File: src/rtl/regfile_access_ctrl.sv
// Initiator-side controller for a 32x32 register file with one shared R_W port.
// Each request runs a read phase, an optional write phase, then a response phase.
module regfile_access_ctrl #(
  parameter int DATA_W       = 32,
  parameter int ADDR_W       = 5,
  parameter int ZERO_PROTECT = 1
) (
  input  logic              clk,
  input  logic              rst,
  input  logic              req_valid,
  output logic              req_ready,
  input  logic [ADDR_W-1:0] req_rs,
  input  logic [ADDR_W-1:0] req_rt,
  input  logic [ADDR_W-1:0] req_rd,
  input  logic              req_we,
  input  logic [DATA_W-1:0] req_wdata,
  output logic              rsp_valid,
  input  logic              rsp_ready,
  output logic [DATA_W-1:0] rsp_rs_data,
  output logic [DATA_W-1:0] rsp_rt_data,
  output logic              rf_r_w,
  output logic [ADDR_W-1:0] rf_reg1,
  output logic [ADDR_W-1:0] rf_reg2,
  output logic [ADDR_W-1:0] rf_address,
  output logic [DATA_W-1:0] rf_data_in,
  input  logic [DATA_W-1:0] rf_data_out_1,
  input  logic [DATA_W-1:0] rf_data_out_2
);

  typedef enum logic [1:0] {IDLE, RD, WR, RSP} state_t;

  state_t            state_reg;
  logic [ADDR_W-1:0] rd_reg;
  logic              we_reg;
  logic [DATA_W-1:0] wdata_reg;
  logic              write_en;

  // Writes to r0 are dropped on the port but the transaction still completes.
  assign write_en = we_reg && !((ZERO_PROTECT != 0) && (rd_reg == '0));

  always_ff @(posedge clk or posedge rst) begin
    if (rst) begin
      state_reg   <= IDLE;
      req_ready   <= 1'b0;
      rsp_valid   <= 1'b0;
      rsp_rs_data <= '0;
      rsp_rt_data <= '0;
      rf_r_w      <= 1'b0;
      rf_reg1     <= '0;
      rf_reg2     <= '0;
      rf_address  <= '0;
      rf_data_in  <= '0;
      rd_reg      <= '0;
      we_reg      <= 1'b0;
      wdata_reg   <= '0;
    end else begin
      case (state_reg)
        IDLE: begin
          if (req_valid && req_ready) begin
            // rf_reg1/rf_reg2 double as the latched rs/rt for the whole transaction.
            rf_reg1   <= req_rs;
            rf_reg2   <= req_rt;
            rd_reg    <= req_rd;
            we_reg    <= req_we;
            wdata_reg <= req_wdata;
            req_ready <= 1'b0;
            state_reg <= RD;
          end else begin
            req_ready <= 1'b1;
          end
        end
        RD: begin
          // Operands are captured before any write, giving read-before-write semantics.
          rsp_rs_data <= rf_data_out_1;
          rsp_rt_data <= rf_data_out_2;
          if (write_en) begin
            rf_r_w     <= 1'b1;
            rf_address <= rd_reg;
            rf_data_in <= wdata_reg;
            state_reg  <= WR;
          end else begin
            rsp_valid <= 1'b1;
            state_reg <= RSP;
          end
        end
        WR: begin
          rf_r_w     <= 1'b0;
          rf_address <= '0;
          rf_data_in <= '0;
          rsp_valid  <= 1'b1;
          state_reg  <= RSP;
        end
        RSP: begin
          if (rsp_ready) begin
            rsp_valid <= 1'b0;
            req_ready <= 1'b1;
            state_reg <= IDLE;
          end
        end
        default: state_reg <= IDLE;
      endcase
    end
  end

endmodule

File: config.mk
export PLATFORM = sky130hd
export DESIGN_NAME = regfile_access_ctrl
export DESIGN_NICKNAME = d
export VERILOG_FILES = /design/src/rtl/regfile_access_ctrl.sv
export SDC_FILE = /design/constraint.sdc
export NUM_CORES = 1
export LEC_CHECK = 0
export ABC_AREA = 1
export BUFFER_PORTS_ARGS = -buffer_cell sky130_fd_sc_hd__buf_4
export CORE_MARGIN = 1.5
export CORE_UTILIZATION = 35
export CTS_BUF_LIST = sky130_fd_sc_hd__clkbuf_4 sky130_fd_sc_hd__clkbuf_8 sky130_fd_sc_hd__clkbuf_16
export DETAILED_ROUTE_END_ITERATION = 6
export GPL_TIMING_DRIVEN = 0
export PLACE_DENSITY = 0.64
export SLEW_MARGIN = 20
export SYNTH_ARGS = -nofsm -noshare
export SYNTH_HDL_FRONTEND = slang
export SYNTH_SLANG_ARGS = --single-unit
export TNS_END_PERCENT = 30
File: constraint.sdc
create_clock -name clk -period 12.56 [get_ports clk]
set_input_delay 3.14 -clock clk [delete_from_list [all_inputs] [get_ports clk]]
set_output_delay 3.14 -clock clk [all_outputs]
set_load 0.02 [all_outputs]
==> summary.txt <==
STA
  – Slew Limit Fails: 0
  – RSZ-0062 raised after global routing: false
  – Fin crit period: 4.14 ns
  – Slew HR: 0.669
  – Final hold violations: 0
  – Final setup TNS: 0 ns
  – Final setup viols: 0
  – Fmax: 241 MHz
  – Tightest Pin Transition: 0.497 ns
  – Fin crit share: 0.330
  – Clk_skew: 0.00902 ns

Die
  – Initial Utilization: 0.362
  – Die width: 134 um
  – Die area: 0.0181 sq mm
  – Die height: 134 um
  – Row count: 47
  – # IOs: 230
  – Core Area: 0.0167 sq mm

Clock tree
  – Worst-Skew Late Latency: 0.41 ns
  – Clock sink total: 154
  – Root buf cell: clkbuf_16
  – CTS Buffer Depth: 2
  – Num CTS Buffers: 17
  – CTS tree: built
  – Post-CTS Resized: 0
  – Clock-pin slew on the worst setup and hold paths: 0.06 ns
  – Post-CTS setup buffers: 0
  – # hold bufs at CTS: 0
  – H-Tree Level Count: 4

Global routing
  – Overflow after GRT: 0
  – Gr usage total: 0.175
  – Vias in the first global route: 4812
  – First-pass GRT wire length: 24700 um
  – Initial antenna violation count: 0
  – Maximum number of pins on one net before global-route repair: 88

Place
  – Port bufs: 229
  – Post-DP HPWL: 11000 um
  – RePlAce Congestion: 0.790

Yosys
  – Syn nets: 701
  – Register area share after synthesis: 0.638
  – Number of synthesis warnings: 0
  – Syn avg cell area: 10.4 sq um
  – Cell count after synthesis: 581
  – Synth Register Bits: 154
  – Synth cell types: 20
  – Synthesized area: 0.00604 sq mm

Layout
  – Fillers: 1556
  – Antenna fix cells: 0
  – Nets: 950
  – Layout cells sized above 1: 0.396
  – Reg area: 0.00385 sq mm
  – Area Overhead vs Synth: 43.1%
  – Area taken by multi-input logic gates: 0.00199 sq mm

Run
  – Max Cap Violations: 0

Setup path
  – CP max stage cell: dfrtp_1
  – Buf+Inv Stages, Crit Path: 1
  – CP Cell Sequence: buf_4
  – Slowest stage delay, CP: 0.42 ns
  – Crit-path max FO: 4
  – Worst setup SP type: flip-flop
  – WS Path Type: reg -> out
  – Critical Path End Type: output port
  – Critical Path AT: 1.00 ns
  – Setup slack, reg-to-reg: 10.83 ns
  – Crit path max-delay family: flip-flops
  – Worst path required time: 9.42 ns

Routing
  – DR DRC count: 0
  – Via Count: 4856
  – Iteration-0 DRC count of the detailed router: 242
  – DRT antenna net count: 0
  – Vias per cell: 4.58
  – Wire per inst: 14.5 um
  – Routed WL: 15400 um
  – TritonRoute pass-1 iters: 4

Outcome
  – Outcome: complete, no violations

Power
  – Pwr Total: 2490 uW
  – Static leakage: 0.00465 uW
  – PwrDens: 288 mW/mm^2
  – Peak supply drop: 0.000125 V

Worst hold path
  – Hold Path Class: reg -> reg
## stage by stage
step                hold slack [ns]  area, sq um  setup WS [ns]   util  cells
floorplan                     0.463         6040           5.27      -    581
global placement              0.458         8040           3.29  0.481   1030
detailed placement            0.459         8070           8.35  0.483   1031
CTS                           0.474         8650           8.40  0.518   1061
global route                  0.484         8650           8.36  0.518   1061
finish                        0.470         8650           8.42  0.518   1061
## layout make-up
class                   instances  share of cell area
repair buffers                230               0.202
plain buffers                  33              0.0195
multi-input cells             385               0.230
inverters                       9             0.00477
well taps                     220              0.0318
flip-flops and latches        154               0.445
clock inverters                 7              0.0108
clock buffers                  23              0.0558
## per-layer routing
metal	routed length, um	share of wire	vias up	track usage
li1	-	-	2357	-
met1	6930	0.45	2310	0.234
met2	7120	0.46	168	0.267
met3	1010	0.066	21	0.0525
met4	344	0.022	0	0.0681
met5	0	0	-	0
## cell families (layout without fill, tap and decap cells)
kind of cell / after synthesis / after routing / synth area share
adder cells (fa/ha/maj): 4 / 4 / 0.00828
AO/OA/AOI/OAI: 5 / 5 / 0.00476
AND/OR/NAND/NOR: 329 / 329 / 0.223
flip-flops: 154 / 154 / 0.638
buffers and inverters: 42 / 302 / 0.0335
multiplexers: 47 / 47 / 0.0925
## report_power, final
part           leakage, uW  switching, uW  total [uW]  internal, uW
Sequential         0.00189            133         874           741
Combinational      0.00247            645        1120           472
Clock             0.000283            192         501           309
Total              0.00465            970        2490          1520
## cells in the final DEF, fill, tap and decap left out, drive strengths merged, types with 2 or more instances in the layout
master      n
inv         9
o21ai       3
bufinv      2
nor2        3
clkinv      3
nand2     245
dfrtp     154
nand3      80
mux2       47
buf       256
ha          4
clkbuf     30
clkinvlp    2
## cell usage after synthesis (all sizes together)
library cell	instances	area (sq um)
mux2	47	559
o21ai	3	15.0
ha	4	50.1
clkbuf	7	26.3
a22o	1	8.76
dfrtp	154	3850
or2	1	6.26
nand2	245	922
inv	9	33.8
a21oi	1	5.00
nor2	3	11.3
nand3	80	410
buf	26	143
## final timing paths
check	from	cells after the start	end
worst max-delay path	req_ready	1	req_ready
worst min-delay path	rsp_rs_data[24]	2	rsp_rs_data[24]
max in group asynchronous	rst	3	rf_address[3]
min in group asynchronous	rst	2	rsp_rs_data[1]
worst min register to register	rsp_rs_data[24]	2	rsp_rs_data[24]
worst max register to register	state_reg[1]	8	rf_data_in[4]
Power figures use the tool's default switching activity.
